File: src/rtl/sr_sched_pkg.sv
`default_nettype none
// ============================================================================
// Module      : sr_sched_pkg
// Description : Shared definitions for the SR latch scheduler: op encodings
//               and the scheduler state enumeration.
// Revision    : 1.0 - initial release
// ============================================================================
package sr_sched_pkg;

    // Per-requester op encoding, two bits per requester on the op bus.
    localparam logic [1:0] OP_READ = 2'b00;
    localparam logic [1:0] OP_SET  = 2'b01;
    localparam logic [1:0] OP_CLR  = 2'b10;
    localparam logic [1:0] OP_ILL  = 2'b11;

    typedef enum logic [2:0] {
        IDLE   = 3'd0,
        GRANT  = 3'd1,
        DRIVE  = 3'd2,
        SETTLE = 3'd3,
        ACK    = 3'd4
    } state_t;

endpackage : sr_sched_pkg
`default_nettype wire

File: src/rtl/sr_latch_sched_rr_arbiter.sv
`default_nettype none
// ============================================================================
// Module      : rr_arbiter
// Description : Combinational round-robin arbiter. Searches req upward from
//               ptr with wrap-around and returns the first requester found.
// Ports       : req        - request vector
//               ptr        - search start index (0..N_REQ-1)
//               win_onehot - one-hot winner (all zero when no request)
//               win_idx    - binary index of the winner
//               win_valid  - at least one request is pending
// Revision    : 1.0 - initial release
// ============================================================================
module rr_arbiter
    import sr_sched_pkg::*;
#(
    parameter int N_REQ = 4,
    parameter int PTR_W = 2
) (
    input  logic [N_REQ-1:0] req,
    input  logic [PTR_W-1:0] ptr,
    output logic [N_REQ-1:0] win_onehot,
    output logic [PTR_W-1:0] win_idx,
    output logic             win_valid
);

    // One spare bit so ptr + offset (< 2*N_REQ) cannot overflow before the
    // single wrap subtraction.
    logic [PTR_W:0]   sum;
    logic [PTR_W-1:0] cand;

    always_comb begin
        win_onehot = '0;
        win_idx    = '0;
        win_valid  = 1'b0;
        sum        = '0;
        cand       = '0;
        for (int i = 0; i < N_REQ; i++) begin
            sum = {1'b0, ptr} + (PTR_W + 1)'(i);
            if (sum >= (PTR_W + 1)'(N_REQ)) begin
                sum = sum - (PTR_W + 1)'(N_REQ);
            end
            cand = sum[PTR_W-1:0];
            // First hit in search order wins; later candidates are ignored.
            if (!win_valid && req[cand]) begin
                win_valid        = 1'b1;
                win_idx          = cand;
                win_onehot[cand] = 1'b1;
            end
        end
    end

endmodule : rr_arbiter
`default_nettype wire

File: src/rtl/sr_latch_sched.sv
`default_nettype none
// ============================================================================
// Module      : sr_latch_sched
// Description : Round-robin scheduler sharing one clocked SR latch among
//               N_REQ requesters. Serialises read/set/clear requests, drives
//               a non-overlapping s/r pulse, waits for the latch to settle,
//               samples q and acknowledges the winner.
// Ports       : clk   - clock, rising edge
//               reset - asynchronous active-low reset
//               req   - per-requester request, held until ack
//               op    - per-requester op, bits [2i+1:2i]
//               q     - latch output
//               s, r  - latch set / reset inputs
//               grant - one-hot requester being served
//               ack   - one-cycle acknowledge to the served requester
//               rd_q  - q sampled for the served request
//               busy  - scheduler not in IDLE
//               err   - readback mismatch / illegal op (only when
//                       SR_READBACK_CHECK_EN is defined)
// Options     : `define SR_READBACK_CHECK_EN to add the err output.
// Revision    : 1.0 - initial release
// ============================================================================
module sr_latch_sched
    import sr_sched_pkg::*;
#(
    parameter int N_REQ         = 4,
    parameter int HOLD_CYCLES   = 1,
    parameter int SETTLE_CYCLES = 1
) (
    input  logic               clk,
    input  logic               reset,
    input  logic [N_REQ-1:0]   req,
    input  logic [2*N_REQ-1:0] op,
    input  logic               q,
    output logic               s,
    output logic               r,
    output logic [N_REQ-1:0]   grant,
    output logic [N_REQ-1:0]   ack,
    output logic               rd_q,
    output logic               busy
`ifdef SR_READBACK_CHECK_EN
    ,
    output logic               err
`endif
);

    localparam int PTR_W   = (N_REQ > 1) ? $clog2(N_REQ) : 1;
    localparam int CNT_MAX = (HOLD_CYCLES > SETTLE_CYCLES) ? HOLD_CYCLES : SETTLE_CYCLES;
    localparam int CNT_W   = $clog2(CNT_MAX + 1);

    // Counters run down to zero, so they load with length-1 on state entry.
    localparam logic [CNT_W-1:0] HOLD_LOAD   = CNT_W'(HOLD_CYCLES - 1);
    localparam logic [CNT_W-1:0] SETTLE_LOAD = CNT_W'(SETTLE_CYCLES - 1);
    localparam logic [PTR_W-1:0] LAST_IDX    = PTR_W'(N_REQ - 1);

    state_t             state;
    state_t             state_nxt;
    logic [CNT_W-1:0]   cnt;
    logic [CNT_W-1:0]   cnt_nxt;
    logic [PTR_W-1:0]   ptr;
    logic [PTR_W-1:0]   win_idx;
    logic [1:0]         op_lat;

    logic [N_REQ-1:0]   arb_onehot;
    logic [PTR_W-1:0]   arb_idx;
    logic               arb_valid;
    logic [1:0]         op_sel;
    logic               s_nxt;
    logic               r_nxt;
    logic               sample;

    rr_arbiter #(
        .N_REQ (N_REQ),
        .PTR_W (PTR_W)
    ) u_arb (
        .req        (req),
        .ptr        (ptr),
        .win_onehot (arb_onehot),
        .win_idx    (arb_idx),
        .win_valid  (arb_valid)
    );

    // Pick the winner's op field using the one-hot vector so no variable
    // part-select is needed.
    always_comb begin
        op_sel = OP_READ;
        for (int i = 0; i < N_REQ; i++) begin
            if (arb_onehot[i]) begin
                op_sel = op[2*i +: 2];
            end
        end
    end

    // Next-state and counter logic.
    always_comb begin
        state_nxt = state;
        cnt_nxt   = cnt;
        case (state)
            IDLE: begin
                if (arb_valid) begin
                    state_nxt = GRANT;
                end
            end
            GRANT: begin
                state_nxt = DRIVE;
                cnt_nxt   = HOLD_LOAD;
            end
            DRIVE: begin
                if (cnt == '0) begin
                    state_nxt = SETTLE;
                    cnt_nxt   = SETTLE_LOAD;
                end else begin
                    cnt_nxt = cnt - 1'b1;
                end
            end
            SETTLE: begin
                if (cnt == '0) begin
                    state_nxt = ACK;
                end else begin
                    cnt_nxt = cnt - 1'b1;
                end
            end
            ACK: begin
                state_nxt = IDLE;
            end
            default: begin
                state_nxt = IDLE;
            end
        endcase
    end

    // s and r are registered so the latch sees clean, glitch-free pulses.
    // Both decode from the one latched op, so they can never overlap; read
    // and illegal ops leave both low.
    always_comb begin
        s_nxt  = (state_nxt == DRIVE) && (op_lat == OP_SET);
        r_nxt  = (state_nxt == DRIVE) && (op_lat == OP_CLR);
        sample = (state == SETTLE) && (cnt == '0);
    end

    always_ff @(posedge clk or negedge reset) begin
        if (!reset) begin
            state   <= IDLE;
            cnt     <= '0;
            ptr     <= '0;
            win_idx <= '0;
            op_lat  <= OP_READ;
            s       <= 1'b0;
            r       <= 1'b0;
            grant   <= '0;
            ack     <= '0;
            rd_q    <= 1'b0;
        end else begin
            state <= state_nxt;
            cnt   <= cnt_nxt;
            s     <= s_nxt;
            r     <= r_nxt;
            ack   <= '0;
            case (state)
                IDLE: begin
                    // Winner and op are frozen here; later req/op changes
                    // cannot disturb the transaction in flight.
                    if (arb_valid) begin
                        grant   <= arb_onehot;
                        win_idx <= arb_idx;
                        op_lat  <= op_sel;
                    end
                end
                ACK: begin
                    grant <= '0;
                    ptr   <= (win_idx == LAST_IDX) ? '0 : win_idx + 1'b1;
                end
                default: begin
                end
            endcase
            if (sample) begin
                rd_q <= q;
                ack  <= grant;
            end
        end
    end

`ifdef SR_READBACK_CHECK_EN
    // Flags a latch that did not follow the commanded op, and any illegal
    // op (which was executed as a plain read). Aligned with ack.
    always_ff @(posedge clk or negedge reset) begin
        if (!reset) begin
            err <= 1'b0;
        end else begin
            err <= sample && (((op_lat == OP_SET) && !q) ||
                              ((op_lat == OP_CLR) &&  q) ||
                               (op_lat == OP_ILL));
        end
    end
`endif

    assign busy = (state != IDLE);

endmodule : sr_latch_sched
`default_nettype wire

File: config.mk
export PLATFORM = sky130hd
export DESIGN_NAME = sr_latch_sched
export DESIGN_NICKNAME = d
export VERILOG_FILES = /design/src/rtl/sr_sched_pkg.sv /design/src/rtl/sr_latch_sched_rr_arbiter.sv /design/src/rtl/sr_latch_sched.sv
export SDC_FILE = /design/constraint.sdc
export NUM_CORES = 1
export LEC_CHECK = 0
export CAP_MARGIN = 20
export CORE_MARGIN = 2
export CORE_UTILIZATION = 55
export CTS_CLUSTER_DIAMETER = 80
export DETAILED_ROUTE_END_ITERATION = 6
export GPL_TIMING_DRIVEN = 0
export PLACE_DENSITY = 0.88
export SYNTH_ARGS = -nofsm -noshare
export SYNTH_HDL_FRONTEND = slang
export SYNTH_SLANG_ARGS = --single-unit
File: constraint.sdc
create_clock -name clk -period 7.45 [get_ports clk]
set_clock_uncertainty 0.15 [all_clocks]
set_input_delay 2.235 -clock clk [delete_from_list [all_inputs] [get_ports clk]]
set_output_delay 2.235 -clock clk [all_outputs]
set_load 0.1 [all_outputs]
* Yosys cells after proc, flatten, opt, wreduce, memory -nomap -nowiden
Cells that the tools add are included.
** Storage, ports and cells
- Input bits :: 15
- Memory bits (writable) :: 0
- Memories :: 0
- Logic and storage cells :: 110
- Output and inout port bits :: 12
- Memory bits (read-only) :: 0
- Bits in latches :: 0
- Register bits :: 21
** Operators by class
- Multiplexer cells :: 46
- Equal/unequal tests :: 9
- $lt $le $gt $ge :: 12
- $add $sub $neg :: 9
- Shifts and indexed selects :: 0
- Multiply operators :: 0
- Reductions and logical operators :: 20
- Div/mod/pow operators :: 0
- Bitwise logic cells :: 4
** Operator list (count)
- 2-bit two-way mux :: 13
- 4-bit two-way mux :: 6
- 1-bit two-way mux :: 13
- 2-bit by 3-bit < comparator with 1-bit output (second input constant) :: 4
- 4-bit OR :: 3
- 3-bit case mux with 4 select lines :: 1
- 1-bit logical AND :: 10
- 3-bit by 2-bit == test with 1-bit output (second input constant) :: 3
- 3-bit >= comparator (second input constant) :: 3
- 3-bit two-way mux :: 3
- 1-bit binary-select mux with 2-bit select :: 4
- 1-bit demux with 2-bit select :: 4
- 2-bit by 1-bit >= comparator with 1-bit output (second input constant) :: 4
- 4-bit case mux with 2 select lines :: 1
- 2-bit by 1-bit subtractor with 2-bit output (second input constant) :: 4
- 2-bit by 2-bit adder with 3-bit output (second input constant) :: 2
- 2-bit == test (second input constant) :: 2
- 2-bit AND reduction :: 2
- 2-bit nonzero test :: 2
- 2-bit by 1-bit adder with 3-bit output (second input constant) :: 1
- 3-bit by 1-bit == test with 1-bit output (second input constant) :: 1
- 3-bit == test (second input constant) :: 1
- 2-bit by 3-bit >= comparator with 1-bit output (second input constant) :: 1
- 1-bit logical NOT :: 3
- 9 further kinds :: 9

* Depth between registers and ports, before layout
Gate-level depths: netlist of run 1.
- Depth in word-level cells :: 18
- Gate-level depth with buffers :: 11
- Mapped depth without buffers :: 8

* Cells and area by module
A second synthesis of run 1 with hierarchy kept.
** Second synthesis, totals
- Cells, all modules :: 110
- Area total of the unflattened synthesis :: 1278.7 sq um
** Modules (own cells, without submodules)
- sr_latch_sched :: instances 1, sequential area each 500.5 sq um, area each 857.1 sq um, cells each 65
- rr_arbiter :: instances 1, sequential area each 0.0 sq um, area each 421.7 sq um, cells each 45

* Worst setup path before layout of run 1
Ideal clock, no wire load.
- Path kind :: input to register
- From :: input port req[2]
- To :: register op_lat[0]
- Path buffers :: 1
- Library setup time :: 123 ps
- Arrival time :: 3664 ps
- Data required time :: 7177 ps
- Slack :: 3513 ps
- Stages on the path :: 7
- Cells stage by stage :: clkbuf_1 -> mux4_1 -> nand3b_4 -> a221o_1 -> and2_4 -> o221ai_1 -> o221a_1
** On the way
- Cells in the longest elaborated chain, start to end :: 16
- Elaborated cells on any way between the ends :: 30
- Those cells by class :: mux: 20; bitwise: 3; reduce/logical: 7
** RTL lines
- start: declaration :: RTL line sr_latch_sched.sv:32 : input logic [N_REQ-1:0] req,
- 1-bit binary-select mux with 2-bit select :: RTL line sr_latch_sched_rr_arbiter.sv:44 : if (!win_valid && req[cand]) begin
- 1-bit two-way mux (implied by the code) :: RTL line sr_latch_sched_rr_arbiter.sv:44
- 1-bit two-way mux :: RTL line sr_latch_sched_rr_arbiter.sv:44
- 1-bit logical NOT :: RTL line sr_latch_sched_rr_arbiter.sv:44
- 1-bit logical AND :: RTL line sr_latch_sched_rr_arbiter.sv:44
- 1-bit two-way mux :: RTL line sr_latch_sched_rr_arbiter.sv:44
- 1-bit logical NOT :: RTL line sr_latch_sched_rr_arbiter.sv:44
- 1-bit logical AND :: RTL line sr_latch_sched_rr_arbiter.sv:44
- 1-bit two-way mux :: RTL line sr_latch_sched_rr_arbiter.sv:44
- 1-bit logical NOT :: RTL line sr_latch_sched_rr_arbiter.sv:44
- 1-bit logical AND :: RTL line sr_latch_sched_rr_arbiter.sv:44
- 4-bit two-way mux :: RTL line sr_latch_sched_rr_arbiter.sv:44
- 2-bit two-way mux (4 in series) :: RTL line sr_latch_sched.sv:88 : if (arb_onehot[i]) begin
- end signal: assignment :: RTL line sr_latch_sched.sv:166 : op_lat <= op_sel;
- end: declaration :: RTL line sr_latch_sched.sv:62 : logic [1:0] op_lat;
Parallel ways exist; a longest one is shown, timed or not. The select of a mux whose other input is x is not followed.
A chain may end at the register's enable or synchronous reset.

* Worst setup path after layout of run 1
- From :: register state[0]
- To :: output port busy
** On the way
- Cells in the longest elaborated chain, start to end :: 1
** RTL lines
- start: declaration :: RTL line sr_latch_sched.sv:56 : state_t state;
- start signal: assignment :: RTL line sr_latch_sched.sv:154 : state <= state_nxt;
- 3-bit nonzero test :: RTL line sr_latch_sched.sv:197 : assign busy = (state != IDLE);
- end: declaration :: RTL line sr_latch_sched.sv:40 : output logic busy
No other way between the ends.

==> run_results.csv, run 1 <==
group,metric,value,unit
critical_path,slowest_delay,980,ps
critical_path,critical_path_buf_inv_count,1,
clocking,postCtsHoldBufs,0,
critical_path,crit_slowest_cell,"clkdlybuf4s50_1",
critical_path,cp.required,5070,ps
global_routing,grtUsageMet1,23.50,%
clocking,numCtsBuffers,3,
drt,drc,0,
placement,place.gp.congestion,0.7852,
synth,synthArstFlopShare,100.0,%
timing,setup_slack,2896,ps
layout,n_antenna_cell,0,
timing,rsz0062_at_grt,"no",
clocking,path_clk_slew,110,ps
synth,synth-seq-area-share,35.18,%
global_routing,grt_max_degree,21,
job,max-cap-violations,0,
global_routing,grt_overflow,0,
synth,syn-num-nets,175,
placement,dp_slack,2871,ps
timing,fmax,0.2196,GHz
global_routing,grt_pass1_wl,4788,um
critical_path,worst_ep_arrival_time,2170,ps
global_routing,grt_pass1_vias,1170,
placement,portBuffers,26,
floorplan,die_y,54.86,um
floorplan,die_w,54.86,um
global_routing,top_usage_layer,"met2",
floorplan,start_util,57.95,%
floorplan,core,2455,um2
synth,synth_edf_count,0,
timing,fin_setup_tns,0,ps
synth,yosys_warnings,0,
synth,synth_area_leaders,"dfrtp_1, ha_1, mux4_2, nor3b_1, a21oi_1",
floorplan,die_area,3010,um2
layout,fillers,169,
drt,via_per_inst,6.005,
floorplan,io_pins,27,
timing,hold_violations,0,
drt,dr_total_vias,1273,
layout,area_growth,24.63,%
clocking,cts_resized,0,
synth,synth_top_area_share,35.18,%
synth,syn_avg_cell_area,9.359,um2
timing,finalSetupViolations,0,
layout,fin_area,1773,um2
worst_hold_path,min_path_type,"reg -> reg",
drt,wl,3157,um
layout,final_layout_size_suffix_gt1_share,9.341,%
synth,syn-cell-area,1423,um2
placement,dp_hpwl,2475,um
critical_path,crit_path_end_kind,"output port",
clocking,cts_buffer_depth,2,
critical_path,crit_type,"reg -> out",
critical_path,critPathMaxFanout,6,
synth,syn_inst,152,
drt,postRouteAntennaNets,0,
global_routing,grt.met2_usage,42.46,%
global_routing,grt_usage,22.06,%
timing,maxSlewViolCount,0,
layout,nNetsFinal,206,
timing,max-slew-margin-rel,34.61,%
global_routing,grt_antenna_before_repair,0,
placement,placed_cell_area,1720,um2
synth,ys_types,41,
clocking,cts-htree-levels,1,
timing,finalCritPeriodShare,61.12,%
floorplan,rows,18,
synth,ys_seq_elements,20,
synth,synth.most_common_cell,"dfrtp_1",
clocking,cts_num_sinks,20,
drt,post_drt_wl_per_cell,14.89,um
critical_path,cp-start-kind,"register",
synth,yosys.area.top_type,"dfrtp_1",
global_routing,grt_util_met3,3.552,%
timing,finalCriticalPeriod,4554,ps
critical_path,crit_chain,"or3_1 -> clkdlybuf4s50_1",
clocking,cts_tree,"yes",
clocking,clkLatencyLatePin,300,ps
clocking,root_buffer,"clkbuf_4",
drt,drt-initial-drc-count,26,
synth,synth_flop_cell,"dfrtp_1",
critical_path,path_delay_family,"buffers and inverters",
outcome,outcome,"finished, final reports clean",
synth,yosys-top-cells-count,"dfrtp_1, nand2_1, nor2_1, a21oi_1, o21ai_0",
timing,tightest_slew,977.7,ps
drt,firstDrtPassIters,5,
clocking,cts_setup_buffers,0,
routing by layer:
metal	vias up	wire [um]
li1	608	-
met1	606	1315
met2	51	1635
met3	8	147
met4	0	58
met5	-	0
placed cells by master (no fill, tap or decap), types with 5 or more instances in the layout:
cell             count
nor2_1              11
clkbuf_1             7
nor3b_1              7
nand3_1              8
clkdlybuf4s50_1     26
inv_1                8
nand2_1             12
and2_1               5
o21ai_0              9
a21oi_1             10
dfrtp_1             20
ha_1                 8
state kept, by name, summed over array words and instances (netlist names):
register,flops
ptr,2
rd_q,1
state,3
op_lat,2
grant,4
win_idx,2
s,1
r,1
ack,4
cell type report:
| class | count | area (um2) | share of cell area [%] |
|---|---|---|---|
| multi-input combinational | 114 | 844.6 | 47.64 |
| sequential | 20 | 500.5 | 28.23 |
| timing repair buffer | 26 | 260.3 | 14.68 |
| buffer | 10 | 47.55 | 2.682 |
| tap | 30 | 37.54 | 2.117 |
| clock inverter | 1 | 30.03 | 1.694 |
| inverter | 8 | 30.03 | 1.694 |
| clock buffer | 3 | 22.52 | 1.270 |
worst reg2reg max path: stages, from the launching register on:
cell      delay, ps
dfrtp_1         460
buf_6           170
clkbuf_1        350
inv_1           160
ha_1            300
buf_2           190
mux4_2          610
a21o_1          200
a22oi_2         170
and2_1          210
o221ai_1        120
o221a_1         230
metrics by stage:
stage | utilization, % | cells | hold slack [ps]
6_report | 72.22 | 212 | 347.5
5_1_grt | 72.22 | 212 | 349.5
4_1_cts | 72.22 | 212 | 331.7
3_5_place_dp | 70.08 | 208 | 314.4
3_3_place_gp | 70.08 | 208 | 290.2
2_1_floorplan | - | 152 | 272.3
worst paths after layout:
check,end,from,cells past startpoint,slack (ps)
worst min register to register,r,op_lat[0],1,350
worst max register to register,op_lat[1],ptr[0],11,4020
worst min-delay path,r,op_lat[0],1,350
min in group asynchronous,rd_q,reset,1,2280
worst max-delay path,busy,state[0],2,2900
max in group asynchronous,s,reset,1,4330
cell families (layout without fill, tap and decap cells):
logic type	Yosys count	count (layout)	share of synthesized area [%]
compound gates	42	42	20.40
xor+xnor	1	1	0.6158
fa+ha+maj	8	8	7.036
buf+inv	18	48	5.453
flops	20	20	35.18
mux	9	9	10.29
simple gates	54	54	21.02
Power of run 1 is left out: the tool's default activity adds up to more than one toggle a clock period on the data nets, which glitch-free logic cannot reach.
==> inputs of run 2 (changes only) <==
- CORE_UTILIZATION: 55 -> 51
- PLACE_DENSITY: 0.88 -> 0.82
- clock period: 7.45 -> 4.5 ns (I/O delays scaled with it)
==> run 2 against run 1 <==
Against the previous run: routed wire length up 0.98%; core utilization fell by 7.4 points; non-clock buffer count unchanged; design area down 0.85%; critical path depth did not move; hold slack got worse by 19 ps; sequential share of layout area grew 0.24 points; first-iteration DRC count increased by 100%; register-to-register slack got worse by 3000 ps.
==> run_results.csv, run 2 (same netlist as run 1, synthesis figures left out) <==
group,metric,value,unit
outcome,outcome,"finished, final reports clean",
drt,via_per_inst,5.930,
timing,holdWs,328.2,ps
clocking,cts-htree-levels,1,
worst_hold_path,min_path_cells,1,
floorplan,io_pins,27,
drt,drt-initial-drc-count,53,
timing,rsz0062_at_grt,"no",
timing,tightest_slew,986.6,ps
drt,postRouteAntennaNets,0,
layout,area_growth,23.57,%
layout,layout_common_cells,"clkdlybuf4s50_1, dfrtp_1, nand2_1, nor2_1, a21oi_1",
job,max-cap-violations,0,
critical_path,crit_chain,"or3_1 -> clkdlybuf4s50_1",
timing,hold_violations,0,
critical_path,r2r-start,"ptr[0]",
timing,fin_setup_tns,0,ps
critical_path,crit_type,"reg -> out",
timing,finalCriticalPeriod,3674,ps
critical_path,critPathMaxFanout,6,
timing,finalCritPeriodShare,81.65,%
drt,post_drt_wl_per_cell,14.97,um
drt,wl,3188,um
layout,final_layout_size_suffix_gt1_share,9.341,%
critical_path,critical_path_buf_inv_count,1,
floorplan,start_util,52.49,%
global_routing,grt_pass1_vias,1215,
critical_path,slowest_delay,990,ps
clocking,path_clk_slew,110,ps
critical_path,crit_path_end_kind,"output port",
worst_hold_path,min_to,"s",
global_routing,grt_max_degree,21,
critical_path,cp-start-kind,"register",
floorplan,die_w,56.82,um
floorplan,rows,19,
worst_hold_path,min_path_type,"reg -> reg",
critical_path,crit_slowest_cell,"clkdlybuf4s50_1",
global_routing,grt_usage,20.79,%
critical_path,worst_ep_arrival_time,2170,ps
clocking,cts_setup_buffers,0,
floorplan,die_y,56.82,um
clocking,postCtsHoldBufs,0,
layout,top_regs,"ack (4), grant (4), state (3)",
critical_path,ff2ff_path_depth,11,
placement,place.gp.congestion,0.8471,
clocking,numCtsBuffers,3,
critical_path,cp.required,3000,ps
layout,fillers,237,
timing,finalSetupViolations,0,
worst_hold_path,min-delay-start,"op_lat[1]",
layout,n_antenna_cell,0,
critical_path,r2r-end,"op_lat[1]",
global_routing,grt_antenna_before_repair,0,
layout,nNetsFinal,206,
clocking,cts_resized,0,
clocking,root_buffer,"clkbuf_4",
critical_path,path_delay_family,"buffers and inverters",
floorplan,core,2710,um2
global_routing,grt_overflow,0,
drt,drc,0,
floorplan,die_area,3228,um2
placement,dp_slack,716.9,ps
global_routing,grt_pass1_wl,5299,um
placement,dp_hpwl,2479,um
clocking,cts_buffer_depth,2,
drt,firstDrtPassIters,4,
layout,layout_commonest_cell,"clkdlybuf4s50_1",
placement,portBuffers,26,
clocking,clkLatencyLatePin,300,ps
drt,dr_total_vias,1263,
critical_path,r2r_slack,1050,ps
timing,fmax,0.2722,GHz
timing,max-slew-margin-rel,34.02,%
timing,maxSlewViolCount,0,
clocking,cts_num_sinks,20,
timing,setup_slack,825.6,ps
clocking,cts_tree,"yes",
## run 2: layer usage
metal  wire, um  GRT usage [%]  vias to the layer above
met5          0              0                        -
met4         72          7.641                        0
met3        154          2.765                       12
met2       1558          36.71                       47
met1       1401          25.78                      592
li1           -              -                      612
## run 2: worst max path at each step
stage                     startpoint        end  slack, ps  cells after the start
after detailed placement      req[3]  op_lat[1]        720                      8
after global routing        state[0]       busy        790                      2
after CTS                   state[0]       busy        820                      2
final                       state[0]       busy        830                      2
after global placement        req[2]  op_lat[0]        840                      8
after floorplan               ptr[0]  op_lat[0]       1440                     11
## run 2: layout make-up
| class | instances | area (um2) | area share (%) |
|---|---|---|---|
| Buffer | 10 | 47.55 | 2.705 |
| Clock buffer | 4 | 36.28 | 2.064 |
| Inverter | 8 | 30.03 | 1.708 |
| Multi-Input combinational cell | 114 | 844.6 | 48.04 |
| Sequential cell | 20 | 500.5 | 28.47 |
| Tap cell | 31 | 38.79 | 2.206 |
| Timing Repair Buffer | 26 | 260.3 | 14.80 |
## run 2: metrics by stage
step	util, %	cell area (um2)	instances
global placement	63.53	1722	209
finish	64.87	1758	213
floorplan	-	1423	152
global route	64.87	1758	213
CTS	64.87	1758	213
detailed placement	63.53	1722	209
## run 2: worst reg2reg max path, stage by stage (launching register included)
cell	delay, ps
dfrtp_1	460
buf_6	170
clkbuf_1	370
inv_1	170
ha_1	300
buf_2	180
mux4_2	600
a21o_1	210
a22oi_2	190
and2_1	190
o221ai_1	120
o221a_1	230
Power of run 2 is left out for the same reason.
